## src/rtl/syn_fifo_ext.sv

```systemverilog
// Single-clock FIFO with registered-read or first-word-fall-through output, occupancy
// flags derived from a registered count, and sticky-free overflow/underflow pulses.
module syn_fifo_ext #(
  parameter int unsigned DATA_WIDTH    = 8,
  parameter int unsigned ADDR_WIDTH    = 4,
  parameter int unsigned FIFO_DEPTH    = 16,
  parameter int unsigned FWFT          = 0,
  parameter int unsigned AFULL_THRESH  = 14,
  parameter int unsigned AEMPTY_THRESH = 2
) (
  input  logic                  clk,
  input  logic                  rst,
  input  logic                  flush,
  input  logic                  w_en,
  input  logic [DATA_WIDTH-1:0] w_data,
  input  logic                  r_en,
  output logic [DATA_WIDTH-1:0] r_data,
  output logic                  r_valid,
  output logic                  is_empty,
  output logic                  is_full,
  output logic                  almost_empty,
  output logic                  almost_full,
  output logic [ADDR_WIDTH:0]   data_avail,
  output logic [ADDR_WIDTH:0]   room_avail,
  output logic                  overflow,
  output logic                  underflow
);

  localparam int unsigned CntW = ADDR_WIDTH + 1;
  localparam logic [ADDR_WIDTH:0] DepthCnt  = CntW'(FIFO_DEPTH);
  localparam logic [ADDR_WIDTH:0] AfullCnt  = CntW'(AFULL_THRESH);
  localparam logic [ADDR_WIDTH:0] AemptyCnt = CntW'(AEMPTY_THRESH);
  localparam logic [ADDR_WIDTH:0] One       = CntW'(1);

  logic [DATA_WIDTH-1:0] mem [FIFO_DEPTH];

  logic [ADDR_WIDTH:0] w_ptr_q, w_ptr_d;
  logic [ADDR_WIDTH:0] r_ptr_q, r_ptr_d;
  logic [ADDR_WIDTH:0] count_q, count_d;
  logic                overflow_q, overflow_d;
  logic                underflow_q, underflow_d;

  logic rd_acc;
  logic wr_ok;
  logic wr_acc;

  assign is_empty     = (count_q == '0);
  assign is_full      = (count_q == DepthCnt);
  assign almost_full  = (count_q >= AfullCnt);
  assign almost_empty = (count_q <= AemptyCnt);
  assign data_avail   = count_q;
  assign room_avail   = DepthCnt - count_q;
  assign overflow     = overflow_q;
  assign underflow    = underflow_q;

  // A read frees a slot in the same cycle, so a full FIFO can still take a write.
  assign rd_acc = r_en && !is_empty && !flush;
  assign wr_ok  = w_en && (!is_full || (r_en && !is_empty));
  assign wr_acc = wr_ok && !flush;

  always_comb begin
    w_ptr_d     = w_ptr_q;
    r_ptr_d     = r_ptr_q;
    count_d     = count_q;
    overflow_d  = 1'b0;
    underflow_d = 1'b0;
    if (flush) begin
      w_ptr_d = '0;
      r_ptr_d = '0;
      count_d = '0;
    end else begin
      overflow_d  = w_en && !wr_ok;
      underflow_d = r_en && is_empty;
      if (wr_acc) w_ptr_d = w_ptr_q + One;
      if (rd_acc) r_ptr_d = r_ptr_q + One;
      unique case ({wr_acc, rd_acc})
        2'b10:   count_d = count_q + One;
        2'b01:   count_d = count_q - One;
        default: count_d = count_q;
      endcase
    end
  end

  always_ff @(posedge clk) begin
    if (rst) begin
      w_ptr_q     <= '0;
      r_ptr_q     <= '0;
      count_q     <= '0;
      overflow_q  <= 1'b0;
      underflow_q <= 1'b0;
    end else begin
      w_ptr_q     <= w_ptr_d;
      r_ptr_q     <= r_ptr_d;
      count_q     <= count_d;
      overflow_q  <= overflow_d;
      underflow_q <= underflow_d;
    end
  end

  always_ff @(posedge clk) begin
    if (!rst && wr_acc) mem[w_ptr_q[ADDR_WIDTH-1:0]] <= w_data;
  end

  if (FWFT == 0) begin : g_reg_read
    logic [DATA_WIDTH-1:0] r_data_q, r_data_d;
    logic                  r_valid_q, r_valid_d;

    always_comb begin
      r_data_d  = r_data_q;
      r_valid_d = rd_acc;
      if (rd_acc) r_data_d = mem[r_ptr_q[ADDR_WIDTH-1:0]];
    end

    always_ff @(posedge clk) begin
      if (rst) begin
        r_data_q  <= '0;
        r_valid_q <= 1'b0;
      end else begin
        r_data_q  <= r_data_d;
        r_valid_q <= r_valid_d;
      end
    end

    assign r_data  = r_data_q;
    assign r_valid = r_valid_q;
  end else begin : g_fwft
    // Head word is shown combinationally; zero while empty keeps the reset value defined.
    assign r_data  = is_empty ? '0 : mem[r_ptr_q[ADDR_WIDTH-1:0]];
    assign r_valid = !is_empty;
  end

endmodule

```

## config.mk

```make
export PLATFORM = sky130hd
export DESIGN_NAME = syn_fifo_ext
export DESIGN_NICKNAME = d
export VERILOG_FILES = /design/src/rtl/syn_fifo_ext.sv
export SDC_FILE = /design/constraint.sdc
export NUM_CORES = 1
export LEC_CHECK = 0
export ABC_CLOCK_PERIOD_IN_PS = 3990
export BUFFER_PORTS_ARGS = -buffer_cell sky130_fd_sc_hd__buf_2
export CAP_MARGIN = 20
export CORE_MARGIN = 2
export CORE_UTILIZATION = 45
export CTS_BUF_LIST = sky130_fd_sc_hd__clkbuf_4 sky130_fd_sc_hd__clkbuf_8
export CTS_CLUSTER_DIAMETER = 150
export DETAILED_ROUTE_END_ITERATION = 12
export PLACE_DENSITY = 0.74
export SLEW_MARGIN = 0
export SYNTH_ARGS = -nofsm -noshare
export SYNTH_HDL_FRONTEND = slang
export SYNTH_SLANG_ARGS = --single-unit
```

## constraint.sdc

```tcl
create_clock -name clk -period 3.99 [get_ports clk]
set_input_delay 0.9975 -clock clk [delete_from_list [all_inputs] [get_ports clk]]
set_output_delay 0.9975 -clock clk [all_outputs]
set_load 0.05 [all_outputs]
```

==> results of run 1 <==
## critical path, delay by kind of cell (launching register included)
| family | cells | cell delay, ns |
|---|---|---|
| AND/OR/NAND/NOR | 4 | 1.17 |
| adder cells (fa/ha/maj) | 4 | 1.07 |
| flip-flops | 1 | 0.42 |
| AO/OA/AOI/OAI | 2 | 0.30 |
| buffers and inverters | 2 | 0.25 |
| XOR/XNOR | 1 | 0.20 |
| multiplexers | 1 | 0.20 |
## layer usage
metal	global-route usage, %	vias up	wire (µm)
met3	4.31	20	698
li1	-	1555	-
met2	27.6	94	6050
met4	7.33	0	260
met5	0	-	0
met1	22.0	1713	4840
## cell usage in the layout, fill, tap and decap left out, drive strengths merged, types with 7 or more instances in the layout
cell	synthesis	final
a211oi	7	7
a21oi	20	20
buf	17	53
clkbuf	7	17
dfxtp	24	24
edfxtp	128	128
ha	12	12
inv	10	16
mux2i	18	18
mux4	26	26
nand2	12	12
nor2	24	24
## stage by stage
| step | hold slack, ns | instance area [µm²] | setup slack, ns | instances |
|---|---|---|---|---|
| after floorplan | 0.533 | 6270 | 0.109 | 373 |
| after global routing | 0.548 | 7050 | 0.0500 | 614 |
| after detailed placement | 0.508 | 6650 | 0.377 | 582 |
| after global placement | 0.505 | 6650 | 0.545 | 582 |
| final | 0.526 | 7050 | 0.312 | 614 |
| after CTS | 0.524 | 7050 | 0.341 | 614 |
## sequential cells by signal, summed over array words and instances, names as in the netlist
name        count
mem           128
r_data          8
data_avail      5
r_ptr_q         4
w_ptr_q         4
overflow        1
r_valid         1
underflow       1
## cell families after synthesis
group	synth area share (%)
flip-flops	69.0
AND/OR/NAND/NOR	5.39
AO/OA/AOI/OAI	5.79
multiplexers	12.9
buffers and inverters	3.01
adder cells (fa/ha/maj)	2.40
XOR/XNOR	1.54
## cell type report
cell class	instances	area [µm²]
Fill cell	1089	6670
Sequential cell	152	4330
Multi-Input combinational cell	187	1760
Timing Repair Buffer	53	305
Clock buffer	17	234
Tap cell	180	225
Clock inverter	15	168
Inverter	10	37.5
## final timing paths
check	slack [ns]	cells past startpoint	startpoint	endpoint
setup reg to reg	0.31	14	data_avail[0]	data_avail[4]
hold reg to reg	0.53	2	data_avail[4]	data_avail[4]
hold / removal	0.53	2	data_avail[4]	data_avail[4]
setup / recovery	0.31	14	data_avail[0]	data_avail[4]
## power breakdown
group | switching [mW] | total [mW] | leakage (nW) | internal (mW)
Combinational | 0.0769 | 0.105 | 0.807 | 0.0284
Clock | 0.591 | 1.16 | 0.192 | 0.570
Sequential | 0.00532 | 1.73 | 1.35 | 1.72
Total | 0.673 | 2.99 | 2.35 | 2.32
==> flow_summary.yaml, run 1 <==
power:
  p_per_area_mw_per_mm2: 425
  p_leak_nw: 2.35
  vdd_ir_drop_max_mv: 0.226
  finalPower_mw: 2.99
clocking:
  cts_tree: "built"
  postCtsSetupRepairBufs: 0
  cts_root_buf: "clkbuf_8"
  clock_path_buffers: 2
  cts_max_level: 4
  hold_buffers: 0
  clock_latency_ns: 0.44
  path_clk_slew_ns: 0.08
  cts_made_buffers: 17
  cts_resized: 0
  clkSinkCount: 152
timing:
  setup_viol_count_final: 0
  fmax_mhz: 272
  tns_ns: 0
  fin_crit_ns: 3.68
  timing.slew.headroom_pct: 49.0
  tightest_slew_ns: 0.762
  period_share_pct: 92.2
  finalHoldViolCount: 0
  fin_worst_skew_ns: 0.00788
  rsz0062_at_grt: "no"
  slew_viol_final: 0
global_routing:
  grt-ovfl-total: 0
  grt_antenna_before_repair: 0
  grt_pass1_vias: 3371
  track_usage_pct: 17.1
  grt_pass1_wl_um: 18400
  grt_max_degree: 26
critical_path:
  required_ns: 4.37
  cp_common_cell: "ha_1"
  cp_slowest_cell: "or3b_2"
  critPathLaunchType: "flip-flop"
  end_kind: "flip-flop"
  cp.arrival_ns: 4.05
  crit_fanout: 9
  critical_path_class: "reg2reg"
  cpPeakStageDelay_ns: 0.44
  cp_cell_sequence: "inv_1 -> ha_1 -> nor3b_1 -> ha_1 -> nand2b_4 -> or2_1 -> inv_2 -> ha_1 -> xor2_1 -> ha_1 -> a21oi_1 -> or3b_2 -> a31oi_1 -> mux2i_1"
floorplanning:
  initial_core_util_pct: 45.7
  io_pins: 38
  die_h_um: 122
  dieArea_mm2: 0.0149
  die_w_um: 122
  design.core.area_mm2: 0.0137
  fp-row-count: 43
worst_hold_path:
  hp-class: "reg2reg"
detailed_routing:
  drc: 0
  vias_per_cell: 5.51
  drt_iter0_markers: 280
  dr.pass1.iters: 4
  antenna_left: 0
  wire_per_inst_um: 19.3
  vias: 3382
  wirelength_um: 11800
yosys:
  synth_area_leaders: "edfxtp_1, dfxtp_1, mux4_2"
  synth-edff-count: 128
  syn_nets: 398
  synth_top_area_share_pct: 61.3
  yosysWarnings: 0
  synth.distinct_cells: 49
  yosysMostFrequentCell: "edfxtp_1"
  ys_ff_latch: 152
  avgSynthCellArea_um2: 16.8
  synth_ff_type: "edfxtp_1"
  syn_inst: 373
  synth-async-reset-ratio_pct: 0
  synth_top_cell_by_area: "edfxtp_1"
  yosysSeqAreaShare_pct: 69.0
  synth_area_mm2: 0.00627
  synth_commonest_cells: "edfxtp_1, dfxtp_1, nor2_1"
job:
  cap_violations: 0
final_layout:
  area_growth_pct: 12.5
  drive_gt1_share_pct: 25.3
  diodes: 0
  finish.utilization_pct: 51.4
  nNetsFinal: 446
placed_design:
  place.gp.congestion: 0.805
  dp_hpwl_um: 7680
  portBuffers: 37
run_status:
  status: "completed"
Note: power is estimated with default switching activity, not from simulation.
==> inputs of run 2 (changes only) <==
- CTS_BUF_LIST: sky130_fd_sc_hd__clkbuf_4 sky130_fd_sc_hd__clkbuf_8 -> unset
==> flow_summary.yaml, run 2 (synthesized netlist as in run 1, its figures left out) <==
detailed_routing:
  vias: 3402
  wire_per_inst_um: 19.8
  wirelength_um: 12200
  drt_iter0_markers: 308
  drc: 0
  dr.pass1.iters: 5
  antenna_left: 0
  vias_per_cell: 5.54
timing:
  finalHoldViolCount: 0
  fmax_mhz: 272
  fin_worst_skew_ns: 0.00726
  rsz0062_at_grt: "no"
  setup_viol_count_final: 0
  tns_ns: 0
  fin_crit_ns: 3.67
  setup_ws_ns: 0.315
  tightest_slew_ns: 0.812
  period_share_pct: 92.1
  timing.slew.headroom_pct: 45.7
  slew_viol_final: 0
critical_path:
  reg2reg_depth: 14
  cp_slowest_cell: "dfxtp_2"
  required_ns: 4.34
  critPathLaunchType: "flip-flop"
  reg2reg_slack_ns: 0.32
  cp.arrival_ns: 4.03
  r2r-end: "data_avail[4]"
  cp_common_cell: "ha_1"
  critical_path_class: "reg2reg"
  crit_fanout: 12
  r2r-start: "data_avail[1]"
  cp_cell_sequence: "inv_1 -> ha_1 -> nor3b_1 -> ha_1 -> nand2b_4 -> or2_1 -> inv_2 -> ha_1 -> xor2_1 -> ha_1 -> a21oi_1 -> or3b_2 -> a31oi_1 -> mux2i_1"
  end_kind: "flip-flop"
  cpPeakStageDelay_ns: 0.44
power:
  p_per_area_mw_per_mm2: 473
  p_leak_nw: 2.43
  vdd_ir_drop_max_mv: 0.322
clocking:
  cts_tree: "built"
  cts_resized: 0
  postCtsSetupRepairBufs: 0
  cts_max_level: 4
  hold_buffers: 0
  clock_latency_ns: 0.42
  path_clk_slew_ns: 0.06
  clock_path_buffers: 2
  cts_made_buffers: 17
  cts_root_buf: "clkbuf_16"
  clkSinkCount: 152
final_layout:
  final_cell_mix: "edfxtp_1, buf_2, nor2_1, dfxtp_1, a21oi_1"
  layoutNonFillerInstCount: 614
  drive_gt1_share_pct: 25.3
  layout_commonest_cell: "edfxtp_1"
  largest_register_ffs: 128
  area_growth_pct: 15.6
  nNetsFinal: 446
  diodes: 0
  n_fill_cell: 1059
job:
  cap_violations: 0
placed_design:
  portBuffers: 37
  place.gp.congestion: 0.805
  pre_cts_slack_ns: 0.377
  post-place-cells: 582
  dp_hpwl_um: 7680
global_routing:
  grt_max_degree: 26
  track_usage_pct: 17.7
  grt-ovfl-total: 0
  grt_pass1_vias: 3394
  grt_antenna_before_repair: 0
  grt_pass1_wl_um: 19000
floorplanning:
  initial_core_util_pct: 45.7
  die_w_um: 122
  io_pins: 38
  dieArea_mm2: 0.0149
  die_h_um: 122
  design.core.area_mm2: 0.0137
  fp-row-count: 43
worst_hold_path:
  hp-class: "reg2reg"
  hold_start: "data_avail[4]"
  hold_depth: 2
  holdPathEnd: "data_avail[4]"
run_status:
  status: "completed"
-- run 2: cell count changes in the layout (fill, tap and decap cells not counted) --
cell / delta
clkbuf_8: -17
clkbuf_16: +17
-- run 2: worst max-delay path by stage --
stage | start | end | slack [ns] | depth (start not counted)
detailed placement | data_avail[0] | data_avail[4] | 0.38 | 14
global route | data_avail[0] | data_avail[4] | 0.06 | 14
CTS | data_avail[0] | data_avail[4] | 0.34 | 14
finish | data_avail[1] | data_avail[4] | 0.32 | 14
floorplan | data_avail[1] | data_avail[4] | 0.11 | 18
global placement | data_avail[1] | data_avail[4] | 0.55 | 14
-- run 2: report_power, final --
group	switching, mW	internal (mW)	leakage [nW]	total [mW]
sequential	0.00531	1.73	1.35	1.73
clock	0.657	0.935	0.280	1.59
combinational	0.0774	0.0285	0.807	0.106
total	0.739	2.69	2.43	3.43
-- run 2: worst max-delay path: cells and delay by family (launching register included) --
| family | cells | cell delay [ns] |
|---|---|---|
| compound gates | 2 | 0.31 |
| xor+xnor | 1 | 0.20 |
| fa+ha+maj | 4 | 1.04 |
| buf+inv | 2 | 0.24 |
| flops | 1 | 0.44 |
| mux | 1 | 0.20 |
| simple gates | 4 | 1.17 |
-- run 2: layout make-up --
class | count | area, µm² | share of cell area (%)
Clock buffer | 17 | 425 | 5.87
Tap cell | 180 | 225 | 3.11
Clock inverter | 15 | 168 | 2.31
Multi-Input combinational cell | 187 | 1760 | 24.2
Timing Repair Buffer | 53 | 305 | 4.21
Inverter | 10 | 37.5 | 0.518
Sequential cell | 152 | 4330 | 59.7
-- run 2: metal layers --
layer	track usage (%)	routed length (µm)
met5	0	0
met4	6.47	254
met3	5.29	693
met2	28.3	6140
met1	22.9	5080
-- run 2: per-stage QoR --
step / util, % / power [mW] / hold WS (ns) / area (µm²)
4_1_cts: 52.8 / 3.46 / 0.521 / 7240
5_1_grt: 52.8 / 3.52 / 0.544 / 7240
3_3_place_gp: 48.5 / 1.87 / 0.505 / 6650
6_report: 52.8 / 3.43 / 0.523 / 7240
2_1_floorplan: - / 1.83 / 0.533 / 6270
3_5_place_dp: 48.5 / 1.87 / 0.508 / 6650
==> inputs of run 3 (changes only) <==
- ABC_AREA: unset -> 1
==> flow_summary.yaml, run 3 <==
detailed_routing:
  antenna_left: 0
  vias_per_cell: 5.07
  wire_per_inst_um: 16.0
  drc: 0
  wirelength_um: 14800
  vias: 4672
  drt_iter0_markers: 385
  dr.pass1.iters: 5
clocking:
  clock_latency_ns: 0.43
  path_clk_slew_ns: 0.06
  clock_path_buffers: 2
  cts_tree: "built"
  postCtsSetupRepairBufs: 0
  cts_made_buffers: 17
  cts_max_level: 4
  cts_resized: 0
  clkSinkCount: 152
  cts_root_buf: "clkbuf_16"
  hold_buffers: 0
yosys:
  yosysMostFrequentCell: "nand2_1"
  syn_nets: 719
  synth_ff_type: "edfxtp_1"
  ys_ff_latch: 152
  syn_inst: 694
  synth-edff-count: 128
  avgSynthCellArea_um2: 9.75
  synth_top_cell_by_area: "edfxtp_1"
  synth_top_area_share_pct: 56.8
  synth.distinct_cells: 28
  yosysSeqAreaShare_pct: 63.9
  synth_commonest_cells: "nand2_1, edfxtp_1, inv_1"
  synth-async-reset-ratio_pct: 0
  synth_area_mm2: 0.00677
  synth_area_leaders: "edfxtp_1, nand2_1, dfxtp_1"
  yosysWarnings: 0
global_routing:
  grt-ovfl-total: 0
  grt_pass1_vias: 4482
  grt_pass1_wl_um: 23000
  grt_max_degree: 68
  track_usage_pct: 19.1
  grt_antenna_before_repair: 0
critical_path:
  critPathLaunchType: "flip-flop"
  crit_fanout: 7
  required_ns: 4.35
  r2r-start: "data_avail[0]"
  reg2reg_slack_ns: 0.86
  cp.arrival_ns: 3.50
  end_kind: "flip-flop"
  r2r-end: "data_avail[4]"
  reg2reg_depth: 20
  critical_path_class: "reg2reg"
power:
  finalPower_mw: 3.72
  vdd_ir_drop_max_mv: 0.362
  p_leak_nw: 3.26
  p_per_area_mw_per_mm2: 486
floorplanning:
  io_pins: 38
  fp-row-count: 44
  dieArea_mm2: 0.0160
  die_h_um: 127
  design.core.area_mm2: 0.0146
  die_w_um: 127
  initial_core_util_pct: 46.4
job:
  cap_violations: 0
timing:
  fin_crit_ns: 3.13
  setup_viol_count_final: 0
  timing.slew.headroom_pct: 30.5
  fin_worst_skew_ns: 0.00697
  finalHoldViolCount: 0
  tightest_slew_ns: 1.04
  tns_ns: 0
  rsz0062_at_grt: "no"
  period_share_pct: 78.6
  fmax_mhz: 319
  slew_viol_final: 0
  setup_ws_ns: 0.855
placed_design:
  pre_cts_slack_ns: 0.910
  dpl-instance-area_mm2: 0.00703
  dp_hpwl_um: 8950
  portBuffers: 37
  place.gp.congestion: 0.906
final_layout:
  n_fill_cell: 1229
  final_cell_mix: "nand2_1, edfxtp_1, inv_1, nand3_1, nor2_1"
  fin_area_mm2: 0.00766
  multi_input_area_mm2: 0.00184
  drive_gt1_share_pct: 11.0
  largest_register_ffs: 128
  finish.utilization_pct: 52.5
  nNetsFinal: 749
  register_area_mm2: 0.00433
  diodes: 0
  layout_commonest_cell: "nand2_1"
  area_growth_pct: 13.2
worst_hold_path:
  hold_depth: 1
  hold_start: "w_ptr_q[3]"
  holdPathEnd: "w_ptr_q[3]"
  hp-class: "reg2reg"
run_status:
  status: "completed"
[run 3: worst max path at each step]
stage,start,endpoint,slack (ns),cells past startpoint
finish,data_avail[0],data_avail[4],0.86,20
CTS,data_avail[0],data_avail[4],0.88,20
floorplan,data_avail[0],data_avail[4],0.53,21
global route,data_avail[0],data_avail[4],0.55,20
global placement,r_en,data_avail[4],1.0,15
detailed placement,r_en,data_avail[4],0.91,15
[run 3: power breakdown]
group / internal, mW / total, mW / switching (mW) / leakage [nW]
Clock: 1.10 / 1.72 / 0.621 / 0.294
Combinational: 0.0610 / 0.256 / 0.195 / 1.62
Sequential: 1.73 / 1.74 / 0.00849 / 1.35
Total: 2.90 / 3.72 / 0.824 / 3.26
[run 3: routing by layer]
metal | global-route usage [%] | routed length, µm
met1 | 24.7 | 6270
met2 | 29.9 | 7010
met3 | 5.86 | 1060
met4 | 8.47 | 423
met5 | 0 | 0
[run 3: area by class of cell]
type	count	area share, %
timing repair buffer	41	2.81
clock inverter	13	2.64
sequential	152	56.4
multi-input combinational	400	24.0
inverter	112	5.49
tap	184	3.00
clock buffer	19	5.65
[run 3: cells by family (layout without fill, tap and decap cells)]
| logic type | after synthesis | in the layout | share of synthesized area [%] |
|---|---|---|---|
| and+or+nand+nor | 340 | 340 | 20.9 |
| buffers and inverters | 142 | 185 | 8.98 |
| AOI/OAI and AO/OA | 43 | 43 | 3.33 |
| DFF | 152 | 152 | 63.9 |
| adders and majority gates | 12 | 12 | 2.22 |
| xor gates and xnor gates | 5 | 5 | 0.647 |
[run 3: per-stage QoR]
stage | cells | hold WS (ns)
6_report | 921 | 0.516
5_1_grt | 921 | 0.545
4_1_cts | 921 | 0.518
3_5_place_dp | 889 | 0.500
3_3_place_gp | 889 | 0.489
2_1_floorplan | 694 | 0.458
[run 3: worst max-delay path, cell delays in order (launching register included)]
cell and delay (ns):
dfxtp_1 0.35, inv_1 0.14, ha_1 0.21, nand2_1 0.06, nor2_1 0.13, ha_1 0.22
inv_2 0.04, a21oi_1 0.29, inv_2 0.08, nand3_1 0.25, ha_1 0.36, xor2_1 0.22
ha_1 0.18, inv_1 0.04, nand2_1 0.09, nand3_1 0.10, nand2_1 0.07, nand2_1 0.05
nand2_1 0.05, nand2_1 0.05, a21oi_1 0.10
